`src/rtl/fetch_unit.sv`:
```
// Instruction fetch stage: fetch PC, imem addressing and a small prefetch FIFO toward decode.
// Optional performance counters are built when FETCH_PERF_EN is defined.
module fetch_unit #(
  parameter int unsigned ADDR_W   = 6,
  parameter int unsigned DEPTH    = 4,
  parameter logic [31:0] RESET_PC = 32'h0000_0000
) (
  input  logic              clock,
  input  logic              reset,
  output logic [ADDR_W-1:0] imem_addr,
  input  logic [31:0]       imem_data,
  input  logic              redirect,
  input  logic [31:0]       redirect_pc,
  output logic              out_valid,
  input  logic              out_ready,
  output logic [31:0]       out_instr,
  output logic [31:0]       out_pc
`ifdef FETCH_PERF_EN
  ,
  output logic [31:0]       fetch_count,
  output logic [15:0]       flush_count
`endif
);

  localparam int unsigned PTR_W = (DEPTH > 1) ? $clog2(DEPTH) : 1;
  localparam int unsigned CNT_W = PTR_W + 1;
  localparam logic [CNT_W-1:0] FULL_CNT = CNT_W'(DEPTH);

  if ((DEPTH < 2) || ((DEPTH & (DEPTH - 1)) != 0)) begin : g_depth_check
    $error("fetch_unit: DEPTH must be a power of 2 and >= 2");
  end

  logic [31:0]       fetch_pc_q, fetch_pc_d;
  logic [PTR_W-1:0]  rd_ptr_q, rd_ptr_d;
  logic [PTR_W-1:0]  wr_ptr_q, wr_ptr_d;
  logic [CNT_W-1:0]  count_q, count_d;
  logic [31:0]       instr_mem_q [DEPTH];
  logic [31:0]       pc_mem_q    [DEPTH];

  logic push;
  logic pop;
  logic full;

  // Low two bits of the redirect target are dropped on purpose.
  logic unused_redirect_lsbs;
  assign unused_redirect_lsbs = ^redirect_pc[1:0];

  assign imem_addr = fetch_pc_q[ADDR_W+1:2];
  assign full      = (count_q == FULL_CNT);
  assign out_valid = (count_q != '0);
  assign pop       = out_valid && out_ready;
  assign push      = !redirect && (!full || pop);

  always_comb begin
    fetch_pc_d = fetch_pc_q;
    rd_ptr_d   = rd_ptr_q;
    wr_ptr_d   = wr_ptr_q;
    count_d    = count_q;
    if (redirect) begin
      // The pop (if any) is honoured by decode; everything left is discarded.
      fetch_pc_d = {redirect_pc[31:2], 2'b00};
      rd_ptr_d   = '0;
      wr_ptr_d   = '0;
      count_d    = '0;
    end else begin
      if (push) begin
        fetch_pc_d = fetch_pc_q + 32'd4;
        wr_ptr_d   = wr_ptr_q + PTR_W'(1);
      end
      if (pop) begin
        rd_ptr_d = rd_ptr_q + PTR_W'(1);
      end
      count_d = count_q + CNT_W'(push) - CNT_W'(pop);
    end
  end

  always_ff @(posedge clock or posedge reset) begin
    if (reset) begin
      fetch_pc_q <= RESET_PC;
      rd_ptr_q   <= '0;
      wr_ptr_q   <= '0;
      count_q    <= '0;
    end else begin
      fetch_pc_q <= fetch_pc_d;
      rd_ptr_q   <= rd_ptr_d;
      wr_ptr_q   <= wr_ptr_d;
      count_q    <= count_d;
    end
  end

  always_ff @(posedge clock or posedge reset) begin
    if (reset) begin
      for (int unsigned i = 0; i < DEPTH; i++) begin
        instr_mem_q[i] <= '0;
        pc_mem_q[i]    <= '0;
      end
    end else if (push) begin
      instr_mem_q[wr_ptr_q] <= imem_data;
      pc_mem_q[wr_ptr_q]    <= fetch_pc_q;
    end
  end

  // Outputs come only from stored entries; zeroed when nothing is held.
  always_comb begin
    out_instr = '0;
    out_pc    = '0;
    if (out_valid) begin
      out_instr = instr_mem_q[rd_ptr_q];
      out_pc    = pc_mem_q[rd_ptr_q];
    end
  end

`ifdef FETCH_PERF_EN
  always_ff @(posedge clock or posedge reset) begin
    if (reset) begin
      fetch_count <= '0;
      flush_count <= '0;
    end else begin
      if (push) begin
        fetch_count <= fetch_count + 32'd1;
      end
      if (redirect && (flush_count != 16'hFFFF)) begin
        flush_count <= flush_count + 16'd1;
      end
    end
  end
`endif

endmodule

```
`config.mk`:
```
export PLATFORM = sky130hd
export DESIGN_NAME = fetch_unit
export DESIGN_NICKNAME = d
export VERILOG_FILES = /design/src/rtl/fetch_unit.sv
export SDC_FILE = /design/constraint.sdc
export NUM_CORES = 1
export LEC_CHECK = 0
export CORE_MARGIN = 2
export CORE_UTILIZATION = 55
export DETAILED_ROUTE_END_ITERATION = 7
export HOLD_SLACK_MARGIN = 0.08
export PLACE_DENSITY = 0.77
export SLEW_MARGIN = 15
export SYNTH_ARGS = -nofsm -noshare
export SYNTH_HDL_FRONTEND = slang
export SYNTH_SLANG_ARGS = --single-unit
```
`constraint.sdc`:
```
create_clock -name clock -period 19.08 [get_ports clock]
set_clock_uncertainty 0.05 [all_clocks]
set_input_delay 3.816 -clock clock [delete_from_list [all_inputs] [get_ports clock]]
set_output_delay 3.816 -clock clock [all_outputs]
set_load 0.03 [all_outputs]
```
==> results of run 1 <==
==> placed cells by master (no fill, tap or decap), drive strengths merged, types with 13 or more instances in the layout <==
| cell | instances |
|---|---|
| dfrtp | 285 |
| mux2 | 248 |
| clkdlybuf4s50 | 134 |
| and2 | 64 |
| mux4 | 62 |
| clkbuf | 37 |
| nand2 | 29 |
| nor2 | 23 |
| a31oi | 14 |
| o21ai | 14 |
| or4 | 14 |
| nand3 | 13 |
| nand4 | 13 |
| clkinv | 13 |
==> stage by stage <==
step           hold WS, ns  worst slack (ns)  utilization (%)  instance area (um2)  std cells
2_1_floorplan        0.425              7.35                -                14700        944
3_3_place_gp         0.435             11.78             60.1                15800       1339
3_5_place_dp         0.439             11.75             60.1                15800       1339
4_1_cts              0.455             11.70             64.1                16800       1395
5_1_grt              0.462             11.60             64.1                16800       1395
6_report             0.453             11.80             64.1                16800       1395
==> cell type report <==
cell class	count	share of cell area, %
flip-flops and latches	285	42.5
multi-input cells	566	40.1
repair buffers	143	8.46
clock buffers	37	5.11
well taps	335	2.49
clock inverters	19	1.07
inverters	10	0.268
==> state kept, by name, indices dropped and copies added (netlist names) <==
name and flops:
wr_ptr_q 2, rd_ptr_q 2, fetch_pc_q 30, count_q 3, pc_mem_q 120, instr_mem_q 128
==> worst max-delay path, delay by kind of cell (launching register included) <==
| family | cells | cell delay (ns) |
|---|---|---|
| and+or+nand+nor | 1 | 0.17 |
| muxes | 1 | 0.60 |
| DFF | 1 | 0.68 |
| buffers and inverters | 2 | 1.40 |
==> logic make-up after synthesis <==
| kind of cell | share of synthesized area (%) |
|---|---|
| mux | 34.6 |
| fa+ha+maj | 0.730 |
| other cells | 0.0255 |
| simple gates | 7.47 |
| buf+inv | 5.89 |
| xor+xnor | 0.892 |
| flops | 48.4 |
| compound gates | 1.95 |
==> worst min-delay path by stage <==
stage                    start              end  slack (ns)  cells past startpoint
5_1_grt        instr_mem_q[36]  instr_mem_q[36]        0.46                      1
6_report          pc_mem_q[84]     pc_mem_q[84]        0.45                      1
4_1_cts        instr_mem_q[36]  instr_mem_q[36]        0.45                      1
3_5_place_dp     pc_mem_q[117]    pc_mem_q[117]        0.44                      1
2_1_floorplan     pc_mem_q[29]     pc_mem_q[29]        0.43                      1
3_3_place_gp   instr_mem_q[93]  instr_mem_q[93]        0.44                      1
==> power breakdown <==
| part | switching, mW | total (mW) | internal, mW |
|---|---|---|---|
| clock network | 0.246 | 0.604 | 0.359 |
| registers | 0.182 | 1.06 | 0.878 |
| logic | 0.509 | 1.25 | 0.745 |
==> metal layers <==
layer / up-vias / routed length (um) / track usage (%)
met4: 0 / 515 / 4.27
li1: 3606 / - / -
met2: 180 / 14800 / 36.5
met5: - / 0 / 0
met1: 4237 / 14000 / 32.9
met3: 40 / 1190 / 2.72
==> run metrics, run 1 <==
die height 168 um; Fin. Hold Viols 0; worst setup path class register to primary output; Setup TNS Final 0 ns; endpoint class of the critical path primary output; critical path's largest stage delay 0.78 ns; Hold Path Class register to register; worst-path fanout max 41; power per cell area 174 nW/um2; Slowest-stage cell, CP buf_4; crit-path cells buf_4, mux4_2, and2_1, clkdlybuf4s50_1; Top FF cell, synth dfrtp_1; actual slew at the worst max-slew pin 0.999 ns; Setup crit start rd_ptr_q[0]; number of core rows 59; dpl hpwl 17,600 um; CP Data Arrival Time 3.41 ns; Placer Congestion 0.736; Syn-to-layout area delta 14.0%; Post-synth top cells dfrtp_1, mux2_4, and2_1; total power 2.92 mW; clock slew at reported path FFs 0.06 ns; Critical Path RT 15.21 ns; input/output buffers 134; worst r2r src count_q[1]; Fill cells 1,861; WL per Instance 21.9 um; worst r2r path cells 10; top cell type's share of synthesized area 48.4%; Post-CTS Hold Buffers 0; Clock Tree Buf Depth 3; vias in the first global route 8,770; critical path endpoint out_instr[29]; die area 28,100 um2; Starting Density 56.2%; Synth async-reset ratio 100%; GRT Total Usage 22.4%; final wirelength 30,500 um; footprint of the multi-input gates 6740 um2; initial DRC count 612; Die X 168 um; # nets final 1,112; CTS tree done; VDD IR-drop max 0.0973 mV; synthesis-stage register bit count 285; Seq/Total Area, Yosys 48.4%; r2r endpoint count_q[2]; Max Clk Rate 137 MHz; post-synthesis cell count 943; clock sink count 285; relative slew slack 33.0%; setup bufs post-CTS 0; H-tree depth 1; Leak 7.11 nW; PostCTS Resize Cnt 0; fin crit period 7.28 ns; grt total ovfl 0; status finished, final reports clean; most frequent cell after synthesis dfrtp_1; Detail Route Antenna Nets 0; final antenna diode count 0; via count 8,063; Residual DRC 0; largest net degree at the start of global routing 168; max-slew violations 0; post-synthesis cell type count 43; unrepaired setup endpoints after global routing no; Via density 5.78; first-pass GRT wire length 50,400 um; Initial DRT Pass Iterations 4; largest area contributor in the netlist dfrtp_1; share of layout cells above drive strength 1 36.5%; crit share post-route 38.1%; r2r setup slk 15.92 ns; Num CTS Buffers 30; top cells by area, synth dfrtp_1, mux2_4, mux4_2, buf_12, and2_1; final setup fails 0; initial antenna violation count 0; Top Ports 139; core region area 26,200 um2; number of synthesized flops with an enable pin 0; clock latency on the worst-skew pair 0.55 ns; FF/Latch Area 7140 um2; average size of a mapped cell 15.6 um2; Ys Warns 0; CP Launch Type register; max_cap viols 0; Root Driver clkbuf_16; mapped cell area 14,700 um2
Note: power is estimated with default switching activity, not from simulation.
==> run 2, diff against run 1 <==
==> constraint.sdc (replaced) <==
create_clock -name clock -period 7.5 [get_ports clock]
set_clock_uncertainty 0.05 [all_clocks]
set_input_delay 1.5 -clock clock [delete_from_list [all_inputs] [get_ports clock]]
set_output_delay 1.5 -clock clock [all_outputs]
set_load 0.03 [all_outputs]
==> run metrics, run 2 (synthesis results as in run 1) <==
status finished, final reports clean; H-tree depth 1; number of core rows 59; core region area 26,200 um2; Critical Path Stages 4; GRT Total Usage 22.4%; setup slack after layout 2.51 ns; die height 168 um; unrepaired setup endpoints after global routing no; final antenna diode count 0; CTS tree done; CP Data Arrival Time 3.44 ns; Switching Share 31.6%; Bufs and invs on worst path 2; Residual DRC 0; first-pass GRT wire length 50,300 um; input/output buffers 134; WL per Instance 21.8 um; Post-CTS Hold Buffers 0; share of total power in sequential cells 36.2%; kind of cell adding the most delay to the critical path buffers and inverters; clock slew at reported path FFs 0.06 ns; Hold Path Class register to register; Comb power frac 42.0%; Via density 5.85; endpoint class of the critical path primary output; Top Ports 139; largest net degree at the start of global routing 154; Root Driver clkbuf_16; Setup TNS Final 0 ns; Pint 5.15 mW; power per cell area 446 nW/um2; CP Launch Type register; clock power share 21.8%; clock sink count 285; FF/Latch Area 7140 um2; Syn-to-layout area delta 14.6%; crit-path cells buf_4, mux4_2, and2_1, clkdlybuf4s50_1; actual slew at the worst max-slew pin 0.999 ns; Regs by FF count instr_mem_q: 128 flops, pc_mem_q: 120 flops, fetch_pc_q: 30 flops; critical path endpoint out_instr[11]; worst r2r path cells 10; Die X 168 um; final wirelength 30,400 um; footprint of the multi-input gates 6740 um2; Most flops, register instr_mem_q; PostCTS Resize Cnt 0; max reg flops 128; clock latency on the worst-skew pair 0.54 ns; Initial DRT Pass Iterations 4; Fin. Hold Viols 0; Num CTS Buffers 30; initial DRC count 571; worst-path fanout max 36; Placer Congestion 0.773; switching power 2.38 mW; final setup fails 0; max_cap viols 0; via count 8,173; crit share post-route 66.5%; Leak 7.15 nW; r2r endpoint count_q[2]; DP Worst Slack 2.47 ns; die area 28,100 um2; Clock Tree Buf Depth 3; Starting Density 56.2%; Setup crit start rd_ptr_q[0]; dpl hpwl 17,700 um; Detail Route Antenna Nets 0; critical path's largest stage delay 0.87 ns; worst setup path class register to primary output; VDD IR-drop max 0.300 mV; relative slew slack 33.0%; max-slew violations 0; most common cell after layout, fill and taps aside dfrtp_1; r2r setup slk 4.34 ns; Critical Path RT 5.95 ns; initial antenna violation count 1; Slowest-stage cell, CP dfrtp_4; fin crit period 4.99 ns; worst r2r src count_q[1]; grt total ovfl 0; setup bufs post-CTS 0; share of layout cells above drive strength 1 36.4%; Max Clk Rate 200 MHz; # nets final 1,114; Fill cells 1,848; vias in the first global route 8,748; most frequent cells in the layout dfrtp_1, mux2_4, clkdlybuf4s50_1, and2_1, mux4_2
-- run 2: cell type report --
cell class,instances,area share [%]
Clock buffer,43,5.45
Tap cell,335,2.48
Sequential cell,285,42.3
Clock inverter,12,1.13
Multi-Input combinational cell,566,39.9
Timing Repair Buffer,145,8.51
Inverter,10,0.245
-- run 2: worst reg2reg max path, stage by stage (launching register included) --
cell	delay, ns
dfrtp_1	0.46
or3_2	0.73
buf_4	0.40
and2_1	0.27
ha_1	0.29
inv_1	0.06
ha_1	0.13
inv_1	0.05
fa_1	0.38
xnor2_1	0.17
nor2_1	0.05
-- run 2: through the flow --
stage | instance area (um2) | std cells | hold slack (ns) | util (%) | total power, mW
after floorplan | 14700 | 944 | 0.425 | - | 5.06
after global placement | 15800 | 1341 | 0.435 | 60.2 | 5.82
after detailed placement | 15800 | 1341 | 0.438 | 60.2 | 5.90
after CTS | 16900 | 1396 | 0.456 | 64.4 | 7.59
after global routing | 16900 | 1396 | 0.463 | 64.4 | 7.92
final | 16900 | 1396 | 0.454 | 64.4 | 7.53
-- run 2: worst min-delay path by stage --
| stage | start | end | slack, ns | depth (start not counted) |
|---|---|---|---|---|
| floorplan | pc_mem_q[29] | pc_mem_q[29] | 0.43 | 1 |
| global placement | instr_mem_q[33] | instr_mem_q[33] | 0.44 | 1 |
| detailed placement | pc_mem_q[77] | pc_mem_q[77] | 0.44 | 1 |
| CTS | pc_mem_q[77] | pc_mem_q[77] | 0.46 | 1 |
| global route | pc_mem_q[27] | pc_mem_q[27] | 0.46 | 1 |
| finish | pc_mem_q[68] | pc_mem_q[68] | 0.45 | 1 |
-- run 2: per-layer routing --
layer / track usage, % / up-vias / part of all wire (%)
li1: - / 3610 / -
met1: 33.3 / 4316 / 46
met2: 35.0 / 196 / 47
met3: 3.38 / 49 / 4.4
met4: 5.52 / 2 / 2.3
met5: 0 / - / 0.043
-- run 2: power by group through the flow --
stage	combinational (mW)	clock, mW	sequential [mW]
after floorplan	2.55	0	2.51
after global placement	3.13	0	2.69
after detailed placement	3.18	0	2.72
after CTS	3.20	1.67	2.72
after global routing	3.35	1.74	2.82
final	3.16	1.64	2.73
==> run 3, diff against run 2 <==
==> constraint.sdc (replaced) <==
create_clock -name clock -period 4.65 [get_ports clock]
set_clock_uncertainty 0.05 [all_clocks]
set_input_delay 0.93 -clock clock [delete_from_list [all_inputs] [get_ports clock]]
set_output_delay 0.93 -clock clock [all_outputs]
set_load 0.03 [all_outputs]
==> run metrics, run 3 (synthesis results as in run 1) <==
status finished, final reports clean; WL per Instance 21.7 um; worst-path fanout max 28; initial antenna violation count 1; most used routing layer met2; clock sink count 285; Setup TNS Final 0 ns; CP Launch Type register; CTS tree done; Most flops, register instr_mem_q; input/output buffers 134; Via density 5.83; core region area 26,200 um2; die height 168 um; endpoint class of the critical path primary output; Regs by FF count instr_mem_q: 128 flops, pc_mem_q: 120 flops, fetch_pc_q: 30 flops; Fill cells 1,877; max_cap viols 0; final wirelength 30,300 um; largest net degree at the start of global routing 100; VDD IR-drop max 0.408 mV; Clock Tree Buf Depth 3; Die X 168 um; unrepaired setup endpoints after global routing no; Hold Path Class register to register; setup slack after layout 0.681 ns; Post-CTS Hold Buffers 0; setup bufs post-CTS 0; initial DRC count 397; Critical Path RT 3.67 ns; first-pass GRT wire length 49,700 um; dpl hpwl 18,300 um; Syn-to-layout area delta 14.1%; max-slew violations 0; Switching Share 31.9%; most common cell after layout, fill and taps aside dfrtp_1; switching power 3.79 mW; Detail Route Antenna Nets 0; GRT Total Usage 22.1%; Comb power frac 43.5%; power per cell area 706 nW/um2; met3 Track Usage GR 2.81%; number of core rows 59; final antenna diode count 0; Initial DRT Pass Iterations 5; relative slew slack 28.1%; Top Ports 139; share of layout cells above drive strength 1 35.8%; worst setup path class register to primary output; Leak 7.11 nW; actual slew at the worst max-slew pin 1.08 ns; share of total power in sequential cells 37.0%; DP Worst Slack 0.853 ns; crit share post-route 85.3%; Fin. Hold Viols 0; clock slew at reported path FFs 0.06 ns; final setup fails 0; Cells after DPL 1,345; Pint 8.07 mW; met1 Resource Use GR 32.6%; max reg flops 128; Root Driver clkbuf_16; fin crit period 3.97 ns; most frequent cells in the layout dfrtp_1, mux2_4, clkdlybuf4s50_1, and2_1, mux4_2; vias in the first global route 8,695; clock power share 19.6%; Residual DRC 0; Starting Density 56.2%; post-layout util 64.1%; Max Clk Rate 252 MHz; clock latency on the worst-skew pair 0.54 ns; via count 8,145; # nets final 1,118; Placer Congestion 0.768; H-tree depth 1; met2 usage 35.6%; PostCTS Resize Cnt 0; grt total ovfl 0; die area 28,100 um2; Num CTS Buffers 30; Non-Filler Instances 1,397; CP Data Arrival Time 2.99 ns
## run 3: layout make-up
type	count	area [um2]	share of cell area [%]
multi-input combinational	566	6740	40.1
clock inverter	5	50.0	0.298
clock buffer	47	906	5.39
timing repair buffer	149	1520	9.02
inverter	10	41.3	0.246
tap	335	419	2.49
sequential	285	7140	42.5
## run 3: worst max-delay path, cell delays in order, from the launching register on
cell and delay, ns:
dfrtp_4 0.82, buf_4 0.44, mux4_2 0.37, and2_1 0.21
clkdlybuf4s50_1 0.61
## run 3: per-stage QoR
stage / hold WS, ns / total power, mW / area [um2]
global route: 0.462 / 12.5 / 16800
floorplan: 0.425 / 8.16 / 14700
CTS: 0.454 / 11.9 / 16800
finish: 0.453 / 11.9 / 16800
detailed placement: 0.440 / 9.56 / 15900
global placement: 0.434 / 9.43 / 15900
## run 3: power by group through the flow
stage               sequential, mW  combinational [mW]  clock, mW
floorplan                     4.05                4.11          0
global placement              4.35                5.08          0
detailed placement            4.39                5.17          0
CTS                           4.38                5.19       2.37
global route                  4.53                5.46       2.47
finish                        4.39                5.16       2.32
## run 3: metal layers
layer	vias to the layer above	routed length [um]
met5	-	13
met4	2	559
met3	43	1040
met2	180	14400
met1	4307	14300
li1	3613	-
## run 3: path summary, 6_finish.rpt
kind / to / cells after the start / slack (ns) / start
min: instr_mem_q[115] / 1 / 0.45 / instr_mem_q[115]
max in group asynchronous: instr_mem_q[34] / 3 / 2.75 / reset
min reg2reg: instr_mem_q[115] / 1 / 0.45 / instr_mem_q[115]
min in group asynchronous: instr_mem_q[121] / 2 / 0.84 / reset
max reg2reg: count_q[2] / 9 / 1.73 / count_q[1]
max: out_pc[11] / 4 / 0.68 / rd_ptr_q[0]
